--- config.mk ---
export PLATFORM = sky130hd
export DESIGN_NAME = token_tracker_flat
export DESIGN_NICKNAME = d
export VERILOG_FILES = /design/src/rtl/token_tracker_if.sv /design/src/rtl/token_tracker.sv /design/src/flat_wrapper.sv
export SDC_FILE = /design/constraint.sdc
export NUM_CORES = 1
export LEC_CHECK = 0
export BUFFER_PORTS_ARGS = -buffer_cell sky130_fd_sc_hd__clkbuf_2
export CORE_MARGIN = 1
export CORE_UTILIZATION = 51
export CTS_CLUSTER_DIAMETER = 150
export DETAILED_ROUTE_END_ITERATION = 12
export PLACE_DENSITY = 0.78
export SLEW_MARGIN = 20
export SYNTH_ARGS = -nofsm -noshare
export SYNTH_HDL_FRONTEND = slang
export SYNTH_SLANG_ARGS = --single-unit
--- constraint.sdc ---
create_clock -name clock -period 1.9 [get_ports clock]
set_input_delay 0.285 -clock clock [delete_from_list [all_inputs] [get_ports clock]]
set_output_delay 0.285 -clock clock [all_outputs]
set_load 0.03 [all_outputs]
--- src/rtl/token_tracker_if.sv ---
// Bundles the per-channel token inputs and the tracker status/pulse outputs.
// The slave modport belongs to token_tracker; the master modport belongs to whatever drives the links.
interface token_tracker_if #(
  parameter int NUM_CH  = 4,
  parameter int W_DEPTH = 2,
  parameter int W_CNT   = 16
);

  typedef struct packed {
    logic v;
    logic a;
    logic r;
  } FTk_t;

  FTk_t [NUM_CH-1:0]              I_FTk;
  logic [NUM_CH-1:0]              I_err_clr;
  logic [NUM_CH-1:0]              O_busy;
  logic [NUM_CH-1:0]              O_in_frag;
  logic [NUM_CH-1:0][W_DEPTH-1:0] O_frag_depth;
  logic [NUM_CH-1:0][W_CNT-1:0]   O_beat_cnt;
  logic [NUM_CH-1:0]              O_acq_message;
  logic [NUM_CH-1:0]              O_rls_message;
  logic [NUM_CH-1:0]              O_acq_flagmsg;
  logic [NUM_CH-1:0]              O_rls_flagmsg;
  logic [NUM_CH-1:0]              O_err;
  logic [NUM_CH-1:0][1:0]         O_err_code;

  modport master (
    output I_FTk, I_err_clr,
    input  O_busy, O_in_frag, O_frag_depth, O_beat_cnt,
    input  O_acq_message, O_rls_message, O_acq_flagmsg, O_rls_flagmsg,
    input  O_err, O_err_code
  );

  modport slave (
    input  I_FTk, I_err_clr,
    output O_busy, O_in_frag, O_frag_depth, O_beat_cnt,
    output O_acq_message, O_rls_message, O_acq_flagmsg, O_rls_flagmsg,
    output O_err, O_err_code
  );

endinterface

--- src/rtl/token_tracker.sv ---
// Per-channel message/fragment ownership tracker with beat counting and sticky protocol errors.
// Optional idle-timeout abort of held channels is compiled in when TOKEN_TIMEOUT_EN is defined.
module token_tracker #(
  parameter int NUM_CH         = 4,
  parameter int MAX_FRAG_DEPTH = 3,
  parameter int W_DEPTH        = $clog2(MAX_FRAG_DEPTH + 1),
  parameter int W_CNT          = 16,
  parameter int TIMEOUT        = 1024
) (
  input  logic          clock,
  input  logic          reset,
  token_tracker_if.slave bus
);

  typedef enum logic [1:0] {
    ST_IDLE = 2'd0,
    ST_MSG  = 2'd1,
    ST_FRAG = 2'd2
  } state_e;

  // The {a,r} pair maps directly onto the token kind.
  typedef enum logic [1:0] {
    K_DATA     = 2'b00,
    K_RLS_FRAG = 2'b01,
    K_ACQ      = 2'b10,
    K_RLS_MSG  = 2'b11
  } kind_e;

  localparam logic [1:0] CODE_NONE    = 2'd0;
  localparam logic [1:0] CODE_NO_ACQ  = 2'd1;
  localparam logic [1:0] CODE_DEPTH   = 2'd2;
  localparam logic [1:0] CODE_OUTSIDE = 2'd3;

  localparam logic [W_DEPTH-1:0] DEPTH_MAX = W_DEPTH'(MAX_FRAG_DEPTH);
  localparam logic [W_DEPTH-1:0] DEPTH_ONE = W_DEPTH'(1);
  localparam logic [W_CNT-1:0]   BEAT_MAX  = {W_CNT{1'b1}};

  if (MAX_FRAG_DEPTH < 1 || TIMEOUT < 1) begin : g_bad_param
    $error("token_tracker: MAX_FRAG_DEPTH and TIMEOUT must be >= 1");
  end

  state_e             state_q [NUM_CH];
  state_e             state_d [NUM_CH];
  logic [W_DEPTH-1:0] depth_q [NUM_CH];
  logic [W_DEPTH-1:0] depth_d [NUM_CH];
  logic [W_CNT-1:0]   beat_q  [NUM_CH];
  logic [W_CNT-1:0]   beat_d  [NUM_CH];
  logic [1:0]         code_q  [NUM_CH];
  logic [1:0]         code_d  [NUM_CH];
  logic [NUM_CH-1:0]  busy_q, busy_d;
  logic [NUM_CH-1:0]  frag_q, frag_d;
  logic [NUM_CH-1:0]  acq_msg_q, acq_msg_d;
  logic [NUM_CH-1:0]  rls_msg_q, rls_msg_d;
  logic [NUM_CH-1:0]  acq_frag_q, acq_frag_d;
  logic [NUM_CH-1:0]  rls_frag_q, rls_frag_d;
  logic [NUM_CH-1:0]  err_q, err_d;

  kind_e              kind_s  [NUM_CH];
  logic [NUM_CH-1:0]  viol_s;
  logic [1:0]         vcode_s [NUM_CH];

`ifdef TOKEN_TIMEOUT_EN
  localparam int W_TO = $clog2(TIMEOUT + 1);
  localparam logic [W_TO-1:0] TO_LAST = W_TO'(TIMEOUT - 1);
  logic [W_TO-1:0] idle_q [NUM_CH];
  logic [W_TO-1:0] idle_d [NUM_CH];
`endif

  // Next-state, counters, pulses and error latch for every channel.
  always_comb begin
    for (int c = 0; c < NUM_CH; c++) begin
      state_d[c]    = state_q[c];
      depth_d[c]    = depth_q[c];
      beat_d[c]     = beat_q[c];
      err_d[c]      = err_q[c];
      code_d[c]     = code_q[c];
      acq_msg_d[c]  = 1'b0;
      rls_msg_d[c]  = 1'b0;
      acq_frag_d[c] = 1'b0;
      rls_frag_d[c] = 1'b0;
      viol_s[c]     = 1'b0;
      vcode_s[c]    = CODE_NONE;
      kind_s[c]     = kind_e'({bus.I_FTk[c].a, bus.I_FTk[c].r});
`ifdef TOKEN_TIMEOUT_EN
      idle_d[c]     = '0;
`endif

      if (bus.I_FTk[c].v) begin
        case (state_q[c])
          ST_IDLE: begin
            case (kind_s[c])
              K_ACQ: begin
                state_d[c]   = ST_MSG;
                beat_d[c]    = '0;
                acq_msg_d[c] = 1'b1;
              end
              K_RLS_MSG, K_RLS_FRAG: begin
                viol_s[c]  = 1'b1;
                vcode_s[c] = CODE_NO_ACQ;
              end
              default: begin
                viol_s[c]  = 1'b1;
                vcode_s[c] = CODE_OUTSIDE;
              end
            endcase
          end
          ST_MSG: begin
            case (kind_s[c])
              K_ACQ: begin
                state_d[c]    = ST_FRAG;
                depth_d[c]    = DEPTH_ONE;
                acq_frag_d[c] = 1'b1;
              end
              K_RLS_MSG: begin
                state_d[c]   = ST_IDLE;
                rls_msg_d[c] = 1'b1;
              end
              K_RLS_FRAG: begin
                viol_s[c]  = 1'b1;
                vcode_s[c] = CODE_NO_ACQ;
              end
              default: begin
                if (beat_q[c] != BEAT_MAX) beat_d[c] = beat_q[c] + W_CNT'(1);
                else                       beat_d[c] = beat_q[c];
              end
            endcase
          end
          ST_FRAG: begin
            case (kind_s[c])
              K_ACQ: begin
                if (depth_q[c] < DEPTH_MAX) begin
                  depth_d[c]    = depth_q[c] + DEPTH_ONE;
                  acq_frag_d[c] = 1'b1;
                end else begin
                  viol_s[c]  = 1'b1;
                  vcode_s[c] = CODE_DEPTH;
                end
              end
              K_RLS_FRAG: begin
                rls_frag_d[c] = 1'b1;
                depth_d[c]    = depth_q[c] - DEPTH_ONE;
                if (depth_q[c] == DEPTH_ONE) state_d[c] = ST_MSG;
                else                         state_d[c] = ST_FRAG;
              end
              K_RLS_MSG: begin
                // Releasing the message with fragments still open is an abort.
                state_d[c]   = ST_IDLE;
                depth_d[c]   = '0;
                rls_msg_d[c] = 1'b1;
                viol_s[c]    = 1'b1;
                vcode_s[c]   = CODE_NO_ACQ;
              end
              default: begin
                if (beat_q[c] != BEAT_MAX) beat_d[c] = beat_q[c] + W_CNT'(1);
                else                       beat_d[c] = beat_q[c];
              end
            endcase
          end
          default: begin
            state_d[c] = ST_IDLE;
            depth_d[c] = '0;
          end
        endcase
      end else begin
`ifdef TOKEN_TIMEOUT_EN
        if (state_q[c] != ST_IDLE) begin
          if (idle_q[c] == TO_LAST) begin
            state_d[c]   = ST_IDLE;
            depth_d[c]   = '0;
            rls_msg_d[c] = 1'b1;
            viol_s[c]    = 1'b1;
            vcode_s[c]   = CODE_OUTSIDE;
          end else begin
            idle_d[c] = idle_q[c] + W_TO'(1);
          end
        end else begin
          idle_d[c] = '0;
        end
`else
        state_d[c] = state_q[c];
`endif
      end

      // A new violation beats a same-cycle clear; otherwise the first cause sticks.
      if (viol_s[c] && (!err_q[c] || bus.I_err_clr[c])) begin
        err_d[c]  = 1'b1;
        code_d[c] = vcode_s[c];
      end else if (bus.I_err_clr[c]) begin
        err_d[c]  = 1'b0;
        code_d[c] = CODE_NONE;
      end else begin
        err_d[c]  = err_q[c];
        code_d[c] = code_q[c];
      end

      busy_d[c] = (state_d[c] != ST_IDLE);
      frag_d[c] = (state_d[c] == ST_FRAG);
    end
  end

  // State and output registers.
  always_ff @(posedge clock or negedge reset) begin
    if (!reset) begin
      for (int c = 0; c < NUM_CH; c++) begin
        state_q[c] <= ST_IDLE;
        depth_q[c] <= '0;
        beat_q[c]  <= '0;
        code_q[c]  <= CODE_NONE;
`ifdef TOKEN_TIMEOUT_EN
        idle_q[c]  <= '0;
`endif
      end
      busy_q     <= '0;
      frag_q     <= '0;
      acq_msg_q  <= '0;
      rls_msg_q  <= '0;
      acq_frag_q <= '0;
      rls_frag_q <= '0;
      err_q      <= '0;
    end else begin
      for (int c = 0; c < NUM_CH; c++) begin
        state_q[c] <= state_d[c];
        depth_q[c] <= depth_d[c];
        beat_q[c]  <= beat_d[c];
        code_q[c]  <= code_d[c];
`ifdef TOKEN_TIMEOUT_EN
        idle_q[c]  <= idle_d[c];
`endif
      end
      busy_q     <= busy_d;
      frag_q     <= frag_d;
      acq_msg_q  <= acq_msg_d;
      rls_msg_q  <= rls_msg_d;
      acq_frag_q <= acq_frag_d;
      rls_frag_q <= rls_frag_d;
      err_q      <= err_d;
    end
  end

  assign bus.O_busy        = busy_q;
  assign bus.O_in_frag     = frag_q;
  assign bus.O_acq_message = acq_msg_q;
  assign bus.O_rls_message = rls_msg_q;
  assign bus.O_acq_flagmsg = acq_frag_q;
  assign bus.O_rls_flagmsg = rls_frag_q;
  assign bus.O_err         = err_q;

  for (genvar c = 0; c < NUM_CH; c++) begin : g_out
    assign bus.O_frag_depth[c] = depth_q[c];
    assign bus.O_beat_cnt[c]   = beat_q[c];
    assign bus.O_err_code[c]   = code_q[c];
  end

endmodule

--- src/flat_wrapper.sv ---
// flat-port wrapper written by rule: the top's interface ports become plain ports
module token_tracker_flat 
#(
  parameter int NUM_CH         = 4,
  parameter int MAX_FRAG_DEPTH = 3,
  parameter int W_DEPTH        = $clog2(MAX_FRAG_DEPTH + 1),
  parameter int W_CNT          = 16,
  parameter int TIMEOUT        = 1024
)
  (clock, reset, bus_I_FTk, bus_I_err_clr, bus_O_busy, bus_O_in_frag, bus_O_frag_depth, bus_O_beat_cnt, bus_O_acq_message, bus_O_rls_message, bus_O_acq_flagmsg, bus_O_rls_flagmsg, bus_O_err, bus_O_err_code);
  token_tracker_if #(.NUM_CH(NUM_CH), .W_DEPTH(W_DEPTH), .W_CNT(W_CNT)) bus_i ();
  input  logic clock;
  input  logic reset;
  input wire logic [$bits(bus_i.I_FTk)-1:0] bus_I_FTk;
  input wire logic [$bits(bus_i.I_err_clr)-1:0] bus_I_err_clr;
  output wire logic [$bits(bus_i.O_busy)-1:0] bus_O_busy;
  output wire logic [$bits(bus_i.O_in_frag)-1:0] bus_O_in_frag;
  output wire logic [$bits(bus_i.O_frag_depth)-1:0] bus_O_frag_depth;
  output wire logic [$bits(bus_i.O_beat_cnt)-1:0] bus_O_beat_cnt;
  output wire logic [$bits(bus_i.O_acq_message)-1:0] bus_O_acq_message;
  output wire logic [$bits(bus_i.O_rls_message)-1:0] bus_O_rls_message;
  output wire logic [$bits(bus_i.O_acq_flagmsg)-1:0] bus_O_acq_flagmsg;
  output wire logic [$bits(bus_i.O_rls_flagmsg)-1:0] bus_O_rls_flagmsg;
  output wire logic [$bits(bus_i.O_err)-1:0] bus_O_err;
  output wire logic [$bits(bus_i.O_err_code)-1:0] bus_O_err_code;
  assign bus_i.I_FTk = bus_I_FTk;
  assign bus_i.I_err_clr = bus_I_err_clr;
  assign bus_O_busy = bus_i.O_busy;
  assign bus_O_in_frag = bus_i.O_in_frag;
  assign bus_O_frag_depth = bus_i.O_frag_depth;
  assign bus_O_beat_cnt = bus_i.O_beat_cnt;
  assign bus_O_acq_message = bus_i.O_acq_message;
  assign bus_O_rls_message = bus_i.O_rls_message;
  assign bus_O_acq_flagmsg = bus_i.O_acq_flagmsg;
  assign bus_O_rls_flagmsg = bus_i.O_rls_flagmsg;
  assign bus_O_err = bus_i.O_err;
  assign bus_O_err_code = bus_i.O_err_code;
  token_tracker #(.NUM_CH(NUM_CH), .MAX_FRAG_DEPTH(MAX_FRAG_DEPTH), .W_DEPTH(W_DEPTH), .W_CNT(W_CNT), .TIMEOUT(TIMEOUT)) u_core (.clock(clock), .reset(reset), .bus(bus_i));
endmodule
Word-level counts from Yosys, hierarchy flattened. Cells that the tools add are included. Widths: inputs -> output; s select.

Register bits after elaboration: 116. Bits of input ports: 18. Output and inout bits: 108. Word-level logic and storage cells: 318.

Bitwise operators: 4. Equal/unequal tests: 56. Magnitude comparators: 4. Muxes and demuxes: 168. $add $sub $neg: 12. Reductions and logical operators: 48.

Operator list (count): $mux 16 (12); $pmux 16 s2 (4); $pmux 2 s3 (16); $mux 1 (72); $mux 2 (36); $add 16x1->16 const B (4); $ne 16x16->1 const B (4); $pmux 2 s2 (16); $reduce_and 5->1 (8); $eq 2x2->1 const B (16); $eq 2x1->1 const B (12); $ne 2x1->1 const B (12); $reduce_bool 2->1 (12); $ne 4x1->1 const B (4); $pmux 1 s2 (8); $reduce_or 2->1 (8); $ne 3x2->1 const B (4); $pmux 1 s3 (4); $reduce_or 3->1 (4); $add 2x1->2 const B (4); $logic_not 2->1 (4); $lt 2x2->1 const B (4); $ne 2x2->1 const B (4); $sub 2x1->2 const B (4); 4 further kinds (16).

Longest topological paths before layout.
Word-level depth: 7. Mapped depth: 8.

Least setup slack after synthesis. No wires, ideal clock.

Kind: flip-flop to flip-flop. From: register u_core.state_q[3] (netlist bit). To: register u_core.beat_q, in the netlist u_core.bus.O_beat_cnt[46]. Slack: -0.212 ns. Library setup time: 0.132 ns. Data arrival time: 1.981 ns. Path buffers: 1. Required time: 1.768 ns. Stages on the path, launching flop included: 9. Cell sequence: dfrtp_1 inv_1 ha_1 buf_2 nand4bb_4 or3_1 or4_1 mux2i_1 nor2_1.

Word-level cells in the longest chain between the ends: 4.

Ends and longest elaborated chain: start, declared (RTL line token_tracker.sv:42) `state_e state_q [NUM_CH];`; start signal, assigned by index (RTL line token_tracker.sv:222) `state_q[c] <= state_d[c];`; $eq 2x1->1 / $eq 2x2->1 (equally long branches) (RTL line token_tracker.sv:89) `case (state_q[c])`; $reduce_or 2->1 (no source line); $ne 2x1->1 (no source line) (tied with other cells); $reduce_and 5->1 (no source line); end signal, assigned by index (RTL line token_tracker.sv:224) `beat_q[c] <= beat_d[c];`; end, declared (RTL line token_tracker.sv:46) `logic [W_CNT-1:0] beat_q [NUM_CH];`.

Parallel ways exist; a longest one is shown, timed or not. A chain may end at the register's enable or synchronous reset.

Final worst setup path.
From: register u_core.state_q[5] (netlist bit). To: register u_core.beat_q, in the netlist u_core.bus.O_beat_cnt[30].

Same word-level chain as after synthesis.

==> results.sh <==
export IMPL_cp_start_kind="register"
export IMPL_reg2reg_depth=7
export IMPL_fin_skew_ps=7.22
export IMPL_cp_required_ps=2190
export IMPL_yosysWarnings=0
export IMPL_finalWirelength_mm=17.4
export IMPL_rsz0062_at_grt="true"
export IMPL_ys_seq_elements=116
export IMPL_post_place_ws_ps=-68.8
export IMPL_grt_pass1_vias=5700
export IMPL_synth_nets=748
export IMPL_tightest_slew_ps=477
export IMPL_fill_cells=951
export IMPL_ant_nets=0
export IMPL_yosysMostFrequentCell="dfrtp_1"
export IMPL_ys_flop_type="dfrtp_1"
export IMPL_p_leak_uw=0.00416
export IMPL_async_flop_share_pct=100
export IMPL_syn_area_mm2=0.00655
export IMPL_finalHoldViolCount=0
export IMPL_finalSetupViolCount=4
export IMPL_r2r_slack_ps=-30
export IMPL_numCtsBuffers=17
export IMPL_grt_usage_pct=25.9
export IMPL_whs_path_depth=2
export IMPL_reg2reg_to="u_core.bus.O_beat_cnt[30]"
export IMPL_status="finished, violations left"
export IMPL_rows=41
export IMPL_grt_max_degree=48
export IMPL_drive_gt1_share_pct=33.7
export IMPL_first_iter_violations=610
export IMPL_die_h_um=115
export IMPL_seq_area_mm2=0.00291
export IMPL_synth_top_cell_by_area="dfrtp_1"
export IMPL_cpMaxStageDelayCell="or4_4"
export IMPL_cts_sinks=116
export IMPL_setup_slack_ps=-34.3
export IMPL_hold_path_endpoint="u_core.bus.O_err[3]"
export IMPL_whs_ps=97.0
export IMPL_cp_slowest_stage_delay_ps=490
export IMPL_dp_cells=1044
export IMPL_dieArea_mm2=0.0133
export IMPL_ys_seq_area_share_pct=44.3
export IMPL_synth_top_area_share_pct=44.3
export IMPL_multi_input_area_mm2=0.00371
export IMPL_hp_start="bus_I_err_clr[3]"
export IMPL_avgSynthCellArea_um2=9.33
export IMPL_final_area_mm2=0.00884
export IMPL_synth_area_leaders="dfrtp_1 44%, ha_1 5.3%, nor2_1 3.9%"
export IMPL_maxCapViolations=0
export IMPL_clkTransAtPathRegs_ps=50
export IMPL_clk_path_buf_depth=2
export IMPL_antenna_found_initial=0
export IMPL_dp_hpwl_mm=12.1
export IMPL_start_util_pct=52.1
export IMPL_fin_cells=1089
export IMPL_crit_fanout=3
export IMPL_via_count=6148
export IMPL_grt_ovfl_total=0
export IMPL_remaining_drc_errors=0
export IMPL_final_nets=952
export IMPL_n_antenna_cell=0
export IMPL_fin_crit_sh_pct=102
export IMPL_p_per_area_mw_per_mm2=1200
export IMPL_area_delta_synth_final_pct=34.9
export IMPL_ioPinCount=126
export IMPL_grt_pass1_wl_mm=26.8
export IMPL_violations="negative setup slack"
export IMPL_synth_cells=702
export IMPL_synth_distinct_cells=69
export IMPL_vdd_drop_max_v=0.000858
export IMPL_viasPerCell=5.65
export IMPL_setup_worst_path_end_class="register"
export IMPL_relSlewSlack_pct=68.1
export IMPL_crit_arrival_ps=2230
export IMPL_fmax_ghz=0.517
export IMPL_gp_congestion=0.933
export IMPL_synth_edf_count=0
export IMPL_maxSlewViolCount=0
export IMPL_hold_path_class="primary input to register"
export IMPL_finalPower_uw=10600
export IMPL_port_buffers=125
export IMPL_clk_latency_ps=420
export IMPL_period_minus_slack_ps=1930
export IMPL_dpl_instance_area_mm2=0.00788
export IMPL_firstDrtPassIters=6
export IMPL_synthTopCellsByCount="116 x dfrtp_1, 68 x nor2_1, 67 x nand2_1"
export IMPL_cts_tree="built"
export IMPL_fp_coreArea_mm2=0.0126
export IMPL_wl_per_cell_um=16.0
export IMPL_fp_dieW_um=115
export IMPL_crit_type="register to register"
export IMPL_r2r_start="u_core.state_q[5]"
export IMPL_h_tree_depth=4
export IMPL_critical_path_cell_chain="inv_2 > ha_4 > or3_4 > or4_4 > nor4_4 > xnor2_1 > nor2_2"
export IMPL_cts_root_buf="clkbuf_16"
-- flip-flops by register name, indices dropped and copies added, names as in the netlist --
signal	flops
u_core.bus.O_frag_depth	8
u_core.bus.O_err_code	8
u_core.bus.O_rls_message	4
u_core.bus.O_rls_flagmsg	4
u_core.bus.O_busy	4
u_core.bus.O_in_frag	4
u_core.bus.O_err	4
u_core.bus.O_beat_cnt	64
u_core.bus.O_acq_message	4
u_core.state_q	8
u_core.bus.O_acq_flagmsg	4
-- worst max-delay path: cells and delay by family (launching register included) --
family                     cells  cell delay (ps)
and+or+nand+nor                4             1050
DFF                            1              370
xor gates and xnor gates       1              180
adders and majority gates      1              160
buffers and inverters          1               60
-- how the worst max path moves through the flow --
stage / from / endpoint / slack, ps / cells past startpoint
floorplan: u_core.state_q[3] / u_core.bus.O_beat_cnt[46] / -140 / 8
global placement: u_core.state_q[4] / u_core.bus.O_beat_cnt[30] / -20 / 7
detailed placement: u_core.state_q[4] / u_core.bus.O_beat_cnt[30] / -70 / 7
CTS: u_core.state_q[5] / u_core.bus.O_beat_cnt[30] / -50 / 7
global route: u_core.state_q[5] / u_core.bus.O_beat_cnt[30] / -120 / 7
finish: u_core.state_q[5] / u_core.bus.O_beat_cnt[30] / -30 / 7
-- where the power goes --
part | switching [uW] | internal, uW | total, uW
combinational | 2440 | 1720 | 4160
clock | 1100 | 2210 | 3300
sequential | 295 | 2880 | 3180
total | 3840 | 6810 | 10600
-- logic make-up after synthesis --
logic type	after synthesis	synth area share, %
xor+xnor	38	5.08
buf+inv	57	3.61
mux	11	1.74
compound gates	127	12.8
flops	116	44.3
simple gates	325	27.2
fa+ha+maj	28	5.35
-- final cells by class --
cell class	count	area share (%)
Clock inverter	9	1.76
Clock buffer	21	5.10
Sequential cell	116	32.9
Tap cell	172	2.43
Multi-Input combinational cell	529	41.9
Timing Repair Buffer	208	14.5
Inverter	34	1.44
-- metal layers --
| metal | track usage (%) | vias up | share of wire, % |
|---|---|---|---|
| li1 | - | 2912 | - |
| met1 | 30.8 | 2971 | 42 |
| met2 | 44.5 | 232 | 50 |
| met3 | 6.80 | 33 | 5.9 |
| met4 | 10.6 | 0 | 1.7 |
| met5 | 0 | - | 0 |
-- per-stage QoR --
| step | util, % | TNS, ps |
|---|---|---|
| CTS | 68.1 | -51.7 |
| floorplan | - | -482 |
| finish | 70.3 | -66.1 |
| global placement | 62.7 | -30.2 |
| detailed placement | 62.7 | -227 |
| global route | 70.3 | -922 |
-- cells in the final DEF (no fill, tap or decap), types with 6 or more instances in the layout --
master,count
nand4_1,24
nand3b_1,12
nor3_1,14
nand2_1,66
nor2_1,66
o211ai_1,12
buf_4,79
inv_1,28
dfrtp_1,112
xnor2_1,22
and3_1,13
ha_4,6
inv_2,6
nand3_1,31
clkbuf_16,17
a31oi_1,7
a21oi_1,19
xor2_1,16
mux2i_1,8
ha_1,17
nor2b_1,20
o21ai_0,37
nand2b_1,11
clkbuf_2,124
-- repair_timing --
action | in CTS | in global routing
setup buffers | 3 | 11
resized for setup | 9 | 40
hold endpoints to repair | 30 | 0
setup endpoints to repair | 8 | 45
pin swaps | 3 | 16
hold buffers | 1 | 0
No activity file was read; power rests on OpenSTA's default activity.
